$ cat src/rtl/wishbone_rr_arbiter_if.sv
// Bundles the signals of a wishbone_rr_arbiter. The masters' side is m_*,
// the shared slave bus is s_*, and arbitration status is grant/busy.
//   arb    : the arbiter's view (m_*_i and s_*_i in; m_*_o, s_*_o, grant and busy out)
//   master : the requesting masters' view
//   slave  : the decoded slave bus view
// The m_adr_i, m_dat_i and m_sel_i vectors are packed, with master i at slice i.
interface wishbone_rr_arbiter_if #(
    parameter int NUM_MASTERS  = 2,
    parameter int ADDR_WIDTH   = 32,
    parameter int DATA_WIDTH   = 32,
    parameter int SELECT_WIDTH = 4
);
    logic [NUM_MASTERS-1:0]              m_cyc_i;
    logic [NUM_MASTERS-1:0]              m_stb_i;
    logic [NUM_MASTERS-1:0]              m_we_i;
    logic [NUM_MASTERS*ADDR_WIDTH-1:0]   m_adr_i;
    logic [NUM_MASTERS*DATA_WIDTH-1:0]   m_dat_i;
    logic [NUM_MASTERS*SELECT_WIDTH-1:0] m_sel_i;
    logic [DATA_WIDTH-1:0]               m_dat_o;
    logic [NUM_MASTERS-1:0]              m_ack_o;
    logic [NUM_MASTERS-1:0]              m_err_o;
    logic [NUM_MASTERS-1:0]              m_rty_o;

    logic                                s_cyc_o;
    logic                                s_stb_o;
    logic                                s_we_o;
    logic [ADDR_WIDTH-1:0]               s_adr_o;
    logic [DATA_WIDTH-1:0]               s_dat_o;
    logic [SELECT_WIDTH-1:0]             s_sel_o;
    logic [DATA_WIDTH-1:0]               s_dat_i;
    logic                                s_ack_i;
    logic                                s_err_i;
    logic                                s_rty_i;

    logic [NUM_MASTERS-1:0]              grant;
    logic                                busy;

    modport arb (
        input  m_cyc_i, m_stb_i, m_we_i, m_adr_i, m_dat_i, m_sel_i,
        output m_dat_o, m_ack_o, m_err_o, m_rty_o,
        output s_cyc_o, s_stb_o, s_we_o, s_adr_o, s_dat_o, s_sel_o,
        input  s_dat_i, s_ack_i, s_err_i, s_rty_i,
        output grant, busy
    );

    modport master (
        output m_cyc_i, m_stb_i, m_we_i, m_adr_i, m_dat_i, m_sel_i,
        input  m_dat_o, m_ack_o, m_err_o, m_rty_o, grant, busy
    );

    modport slave (
        input  s_cyc_o, s_stb_o, s_we_o, s_adr_o, s_dat_o, s_sel_o,
        output s_dat_i, s_ack_i, s_err_i, s_rty_i
    );
endinterface

$ cat src/rtl/wishbone_rr_arbiter.sv
// Round-robin arbiter that lets NUM_MASTERS wishbone masters share a single
// slave bus. A master owns the bus for its whole cyc tenure. Between tenures
// there is always one IDLE cycle. A watchdog turns a strobe that no slave
// terminates within TIMEOUT clocks into a bus error for the owner.
// Ports:
//   clk_i : bus clock; all state changes on the rising edge
//   reset : asynchronous, active-high
//   bus   : wishbone_rr_arbiter_if.arb, which carries the master side,
//           the slave side, grant (one-hot owner) and busy
module wishbone_rr_arbiter #(
    parameter int NUM_MASTERS  = 2,
    parameter int ADDR_WIDTH   = 32,
    parameter int DATA_WIDTH   = 32,
    parameter int SELECT_WIDTH = 4,
    parameter int TIMEOUT      = 255
) (
    input  logic                 clk_i,
    input  logic                 reset,
    wishbone_rr_arbiter_if.arb   bus
);
    localparam int IDX_W = (NUM_MASTERS > 1) ? $clog2(NUM_MASTERS) : 1;
    localparam int WD_W  = (TIMEOUT > 0) ? $clog2(TIMEOUT + 1) : 1;

    typedef enum logic { IDLE, OWNED } state_t;

    state_t                 state_q, state_d;
    logic [NUM_MASTERS-1:0] grant_q, grant_d;
    logic [IDX_W-1:0]       last_q, last_d;
    logic [WD_W-1:0]        wd_q, wd_d;

    logic [IDX_W-1:0]       owner;
    logic                   own_cyc, own_stb, term, abort, found;

    always_comb begin
        owner = '0;
        for (int i = 0; i < NUM_MASTERS; i++)
            if (grant_q[i]) owner = IDX_W'(i);
    end

    assign own_cyc = |(grant_q & bus.m_cyc_i);
    assign own_stb = |(grant_q & bus.m_stb_i);
    assign term    = bus.s_ack_i | bus.s_err_i | bus.s_rty_i;

    // Any termination in the limit cycle takes precedence over the abort.
    // That way a late ack is still delivered and does not become an error.
    generate
        if (TIMEOUT > 0) begin : g_wd
            assign abort = (state_q == OWNED) && own_stb && !term &&
                           (wd_q == WD_W'(TIMEOUT));
        end else begin : g_nowd
            assign abort = 1'b0;
        end
    endgenerate

    // Slave side is an AND-OR mux keyed by grant. An idle or reset arbiter
    // therefore drives all zeros with no extra gating.
    always_comb begin
        bus.s_adr_o = '0;
        bus.s_dat_o = '0;
        bus.s_sel_o = '0;
        for (int i = 0; i < NUM_MASTERS; i++) begin
            bus.s_adr_o = bus.s_adr_o |
                ({ADDR_WIDTH{grant_q[i]}}   & bus.m_adr_i[i*ADDR_WIDTH   +: ADDR_WIDTH]);
            bus.s_dat_o = bus.s_dat_o |
                ({DATA_WIDTH{grant_q[i]}}   & bus.m_dat_i[i*DATA_WIDTH   +: DATA_WIDTH]);
            bus.s_sel_o = bus.s_sel_o |
                ({SELECT_WIDTH{grant_q[i]}} & bus.m_sel_i[i*SELECT_WIDTH +: SELECT_WIDTH]);
        end
    end

    assign bus.s_cyc_o = own_cyc;
    assign bus.s_stb_o = own_stb & ~abort;
    assign bus.s_we_o  = |(grant_q & bus.m_we_i);

    // Terminations return only to the owner, and only while it strobes.
    generate
        for (genvar i = 0; i < NUM_MASTERS; i++) begin : g_resp
            assign bus.m_ack_o[i] = grant_q[i] & bus.m_stb_i[i] & bus.s_ack_i & ~abort;
            assign bus.m_rty_o[i] = grant_q[i] & bus.m_stb_i[i] & bus.s_rty_i & ~abort;
            assign bus.m_err_o[i] = grant_q[i] & ((bus.m_stb_i[i] & bus.s_err_i) | abort);
        end
    endgenerate

    assign bus.m_dat_o = bus.s_dat_i;
    assign bus.grant   = grant_q;
    assign bus.busy    = (state_q == OWNED);

    always_comb begin
        state_d = state_q;
        grant_d = grant_q;
        last_d  = last_q;
        wd_d    = '0;
        found   = 1'b0;
        case (state_q)
            IDLE: begin
                // The search starts just after the previous owner. That owner
                // wins again only when nobody else is asking.
                for (int k = 1; k <= NUM_MASTERS; k++) begin
                    if (!found && bus.m_cyc_i[(int'(last_q) + k) % NUM_MASTERS]) begin
                        found   = 1'b1;
                        grant_d = '0;
                        grant_d[(int'(last_q) + k) % NUM_MASTERS] = 1'b1;
                    end
                end
                if (found) state_d = OWNED;
            end
            OWNED: begin
                if (!own_cyc) begin
                    state_d = IDLE;
                    grant_d = '0;
                    last_d  = owner;
                end else if (TIMEOUT > 0 && own_stb && !term && !abort) begin
                    wd_d = wd_q + 1'b1;
                end
            end
            default: begin
                state_d = IDLE;
                grant_d = '0;
            end
        endcase
    end

    always_ff @(posedge clk_i or posedge reset) begin
        if (reset) begin
            state_q <= IDLE;
            grant_q <= '0;
            last_q  <= IDX_W'(NUM_MASTERS - 1);
            wd_q    <= '0;
        end else begin
            state_q <= state_d;
            grant_q <= grant_d;
            last_q  <= last_d;
            wd_q    <= wd_d;
        end
    end
endmodule
$ cat src/flat_wrapper.sv
// flat-port wrapper written by rule: the top's interface ports become plain ports
module wishbone_rr_arbiter_flat 
#(
    parameter int NUM_MASTERS  = 2,
    parameter int ADDR_WIDTH   = 32,
    parameter int DATA_WIDTH   = 32,
    parameter int SELECT_WIDTH = 4,
    parameter int TIMEOUT      = 255
)
  (clk_i, reset, bus_m_cyc_i, bus_m_stb_i, bus_m_we_i, bus_m_adr_i, bus_m_dat_i, bus_m_sel_i, bus_m_dat_o, bus_m_ack_o, bus_m_err_o, bus_m_rty_o, bus_s_cyc_o, bus_s_stb_o, bus_s_we_o, bus_s_adr_o, bus_s_dat_o, bus_s_sel_o, bus_s_dat_i, bus_s_ack_i, bus_s_err_i, bus_s_rty_i, bus_grant, bus_busy);
  wishbone_rr_arbiter_if #(.NUM_MASTERS(NUM_MASTERS), .ADDR_WIDTH(ADDR_WIDTH), .DATA_WIDTH(DATA_WIDTH), .SELECT_WIDTH(SELECT_WIDTH)) bus_i ();
  input  logic clk_i;
  input  logic reset;
  input wire logic [$bits(bus_i.m_cyc_i)-1:0] bus_m_cyc_i;
  input wire logic [$bits(bus_i.m_stb_i)-1:0] bus_m_stb_i;
  input wire logic [$bits(bus_i.m_we_i)-1:0] bus_m_we_i;
  input wire logic [$bits(bus_i.m_adr_i)-1:0] bus_m_adr_i;
  input wire logic [$bits(bus_i.m_dat_i)-1:0] bus_m_dat_i;
  input wire logic [$bits(bus_i.m_sel_i)-1:0] bus_m_sel_i;
  output wire logic [$bits(bus_i.m_dat_o)-1:0] bus_m_dat_o;
  output wire logic [$bits(bus_i.m_ack_o)-1:0] bus_m_ack_o;
  output wire logic [$bits(bus_i.m_err_o)-1:0] bus_m_err_o;
  output wire logic [$bits(bus_i.m_rty_o)-1:0] bus_m_rty_o;
  output wire logic [$bits(bus_i.s_cyc_o)-1:0] bus_s_cyc_o;
  output wire logic [$bits(bus_i.s_stb_o)-1:0] bus_s_stb_o;
  output wire logic [$bits(bus_i.s_we_o)-1:0] bus_s_we_o;
  output wire logic [$bits(bus_i.s_adr_o)-1:0] bus_s_adr_o;
  output wire logic [$bits(bus_i.s_dat_o)-1:0] bus_s_dat_o;
  output wire logic [$bits(bus_i.s_sel_o)-1:0] bus_s_sel_o;
  input wire logic [$bits(bus_i.s_dat_i)-1:0] bus_s_dat_i;
  input wire logic [$bits(bus_i.s_ack_i)-1:0] bus_s_ack_i;
  input wire logic [$bits(bus_i.s_err_i)-1:0] bus_s_err_i;
  input wire logic [$bits(bus_i.s_rty_i)-1:0] bus_s_rty_i;
  output wire logic [$bits(bus_i.grant)-1:0] bus_grant;
  output wire logic [$bits(bus_i.busy)-1:0] bus_busy;
  assign bus_i.m_cyc_i = bus_m_cyc_i;
  assign bus_i.m_stb_i = bus_m_stb_i;
  assign bus_i.m_we_i = bus_m_we_i;
  assign bus_i.m_adr_i = bus_m_adr_i;
  assign bus_i.m_dat_i = bus_m_dat_i;
  assign bus_i.m_sel_i = bus_m_sel_i;
  assign bus_m_dat_o = bus_i.m_dat_o;
  assign bus_m_ack_o = bus_i.m_ack_o;
  assign bus_m_err_o = bus_i.m_err_o;
  assign bus_m_rty_o = bus_i.m_rty_o;
  assign bus_s_cyc_o = bus_i.s_cyc_o;
  assign bus_s_stb_o = bus_i.s_stb_o;
  assign bus_s_we_o = bus_i.s_we_o;
  assign bus_s_adr_o = bus_i.s_adr_o;
  assign bus_s_dat_o = bus_i.s_dat_o;
  assign bus_s_sel_o = bus_i.s_sel_o;
  assign bus_i.s_dat_i = bus_s_dat_i;
  assign bus_i.s_ack_i = bus_s_ack_i;
  assign bus_i.s_err_i = bus_s_err_i;
  assign bus_i.s_rty_i = bus_s_rty_i;
  assign bus_grant = bus_i.grant;
  assign bus_busy = bus_i.busy;
  wishbone_rr_arbiter #(.NUM_MASTERS(NUM_MASTERS), .ADDR_WIDTH(ADDR_WIDTH), .DATA_WIDTH(DATA_WIDTH), .SELECT_WIDTH(SELECT_WIDTH), .TIMEOUT(TIMEOUT)) u_core (.clk_i(clk_i), .reset(reset), .bus(bus_i));
endmodule
$ cat config.mk
export PLATFORM = sky130hd
export DESIGN_NAME = wishbone_rr_arbiter_flat
export DESIGN_NICKNAME = d
export VERILOG_FILES = /design/src/rtl/wishbone_rr_arbiter_if.sv /design/src/rtl/wishbone_rr_arbiter.sv /design/src/flat_wrapper.sv
export SDC_FILE = /design/constraint.sdc
export NUM_CORES = 1
export LEC_CHECK = 0
export CORE_AREA = 2 2 112 114
export DETAILED_ROUTE_END_ITERATION = 8
export DIE_AREA = 0 0 114 116
export SLEW_MARGIN = 5
export SYNTH_ARGS = -nofsm -noshare
export SYNTH_HDL_FRONTEND = slang
export SYNTH_SLANG_ARGS = --single-unit
$ cat constraint.sdc
create_clock -name clk_i -period 1.57 [get_ports clk_i]
set_input_delay 0.314 -clock clk_i [delete_from_list [all_inputs] [get_ports clk_i]]
set_output_delay 0.314 -clock clk_i [all_outputs]
set_load 0.1 [all_outputs]
==> flow_summary.ini <==
[detailed_routing]
ant_nets = 0
post-route-drc-count = 0
route.detailed.wl_per_inst_um = 20.33
drt_wl_total_mm = 11.14
vias = 2443
first_iter_violations = 53
avgViaCountPerCell = 4.458
first_pass_iters = 3

[global_routing]
grt_pass1_vias = 2534
track_usage_pct = 14.71
grt_overflow = 0
antenna_found_initial = 0
grt_max_degree = 56
grt_pass1_wl_mm = 15.03

[placement]
gp_congestion = 0.6920
placed_area_mm2 = 0.005418
place_hpwl_mm = 8.877
io_buffer_count = 226

[logic_synthesis]
netlist-cell-type-count = 33
synthCells = 185
yosys_warnings = 0
synth-seq-cells = 12
yosysTopAreaCell = a22o_1
synth.top_cell.area_share_pct = 37.69
synthesis.nets = 365
synthTopCellsByArea = a22o_1, dfrtp_1, buf_4, buf_2, dfstp_2
syn_area_per_cell_um2 = 8.792
syn-cell-area_mm2 = 0.001627
ys_seq_area_share_pct = 18.54

[run]
max_cap_viol_count = 0

[cts]
cts-htree-levels = 1
root_buffer = clkbuf_16
worstSkewPairLatency_ps = 240
clk_pin_slew_ps = 50
cts_tree = done
cts-buffers-inserted = 3
numClockSinks = 12
clockBufferDepth = 2
post_cts_hold_buffer_count = 0

[sta]
fin_setup_tns_ps = -16720
relSlewSlack_pct = 66.15
finalSetupViolCount = 78
setup_slack_ps = -268.3
finalHoldViolCount = 0
worst_pin_slew_ps = 507.1
period_share_pct = 117.1
drv_slew = 0
max_freq_ghz = 0.5440
rsz0062_at_grt = true
period_needed_ps = 1838
skew_ps = 3.267

[setup_path]
path_max_fanout = 7
crit_path_end_kind = output port
critPathKind = flip-flop to output port
worstPathRequired_ps = 1260
r2r-start = u_core.bus.busy
start_kind = flip-flop
crit_start = u_core.bus.grant[0]
crit_arrival_ps = 1520

[die]
io_pins = 291
coreArea_mm2 = 0.01191
initial_core_util_pct = 13.66
fp.dieH_um = 116
fp.dieW_um = 114
row_count = 40
dieArea_mm2 = 0.01322

[hold_path]
hp-class = input pin to async pin

[outcome]
violations = setup timing
status = finished, violations left

[cells_and_area]
layout_commonest_cell = clkdlybuf4s50_1
postLayoutCellArea_mm2 = 0.005794
diodes = 0
mostFrequentLayoutCells = clkdlybuf4s50_1, buf_12, a22o_4, buf_4, dfrtp_1
drive_gt1_share_pct = 54.11
layout.nets = 582
synthToLayoutAreaGrowth_pct = 256.2
nFillCells = 1052
fin_util_pct = 48.64

[power_and_ir_drop]
leakagePower_nw = 2.452
ir_worst_vdd_mv = 1.461
p_seq_share_pct = 3.3
p_sw_mw = 8.701
p_comb_share_pct = 93.2
power_density_mw_per_mm2 = 2587
p_int_mw = 6.287
clkPwrFrac_pct = 3.4
sw_frac_of_total_pct = 58.05
==> synth_stat cells <==
cell type	n
a211oi_1	3
a211oi_2	1
a21boi_0	1
a21oi_1	4
a22o_1	70
a22oi_4	1
a32o_1	1
and2_1	1
and3_1	4
buf_2	16
buf_4	33
dfrtp_1	11
dfstp_2	1
ha_1	1
inv_1	4
mux2_2	1
nand2_1	5
nand2b_1	2
nand3_1	2
nand3_2	1
nand4_1	2
nand4bb_1	1
nor2b_1	1
nor3_1	4
nor3b_1	1
nor4b_4	1
o211ai_2	1
o21ai_0	3
o31a_1	1
or2_2	1
or3_1	3
xnor2_1	2
xor2_1	1
==> stage by stage <==
stage / power, mW / worst slack, ps / std cells / hold slack [ps]
after floorplan: 9.740 / -494.7 / 185 / 178.0
after global placement: 13.98 / -474.5 / 531 / 525.8
after detailed placement: 14.02 / -500.9 / 531 / 555.0
after CTS: 14.65 / -261.6 / 539 / 420.2
after global routing: 15.38 / -306.8 / 548 / 452.4
final: 14.99 / -268.3 / 548 / 409.3
==> flip-flops by register name, indices dropped and copies added (netlist names) <==
register,count
u_core.wd_q,8
u_core.bus.grant,2
u_core.bus.busy,1
u_core.last_q,1
==> power by group through the flow <==
stage	clock [mW]	combinational (mW)	sequential (mW)
3_3_place_gp	0	13.5	0.491
5_1_grt	0.551	14.3	0.515
4_1_cts	0.523	13.6	0.489
6_report	0.515	14.0	0.501
3_5_place_dp	0	13.5	0.490
2_1_floorplan	0	9.10	0.644
==> kinds of logic after synthesis <==
logic type / count (synthesis) / synth area share (%)
simple gates: 29 / 11.62
fa+ha+maj: 1 / 0.7691
flops: 12 / 18.54
buf+inv: 53 / 21.08
xor+xnor: 3 / 1.616
mux: 1 / 0.6923
compound gates: 86 / 45.69
==> critical path: stages (launching register included) <==
cell       delay [ps]
dfrtp_4           530
buf_12            160
clkbuf_16         160
a22o_4            260
buf_12            160
==> layout make-up <==
type | count | area [um2] | share of cell area, %
timing repair buffer | 261 | 3477 | 60.01
clock buffer | 4 | 88.84 | 1.533
inverter | 4 | 15.01 | 0.2591
sequential | 12 | 312.8 | 5.398
multi-input combinational | 120 | 1717 | 29.63
tap | 147 | 183.9 | 3.174
==> what timing repair did <==
item                       4_1_cts  5_1_grt
setup endpoints to repair       82       84
cloned                           0        5
resized for setup               10       24
buffers inserted                 4        6
pin swaps                        4        9
==> metal layers <==
layer	vias up	track usage, %	part of all wire [%]
met5	-	0	0
met4	0	1.463	0.19
met3	6	3.452	7.7
met2	103	27.18	54
met1	1194	17.99	38
li1	1140	-	-
==> path summary, 6_finish.rpt <==
| kind | end | slack, ps | cells past startpoint |
|---|---|---|---|
| hold / removal | u_core.bus.grant[1] | 410 | 2 |
| setup reg to reg | u_core.wd_q[7] | 90 | 6 |
| min in group clk_i | u_core.wd_q[0] | 600 | 2 |
| hold reg to reg | u_core.wd_q[0] | 600 | 2 |
| max in group asynchronous | u_core.bus.busy | 780 | 2 |
| setup / recovery | bus_s_adr_o[15] | -270 | 4 |
(Power assumes the default switching activity.)
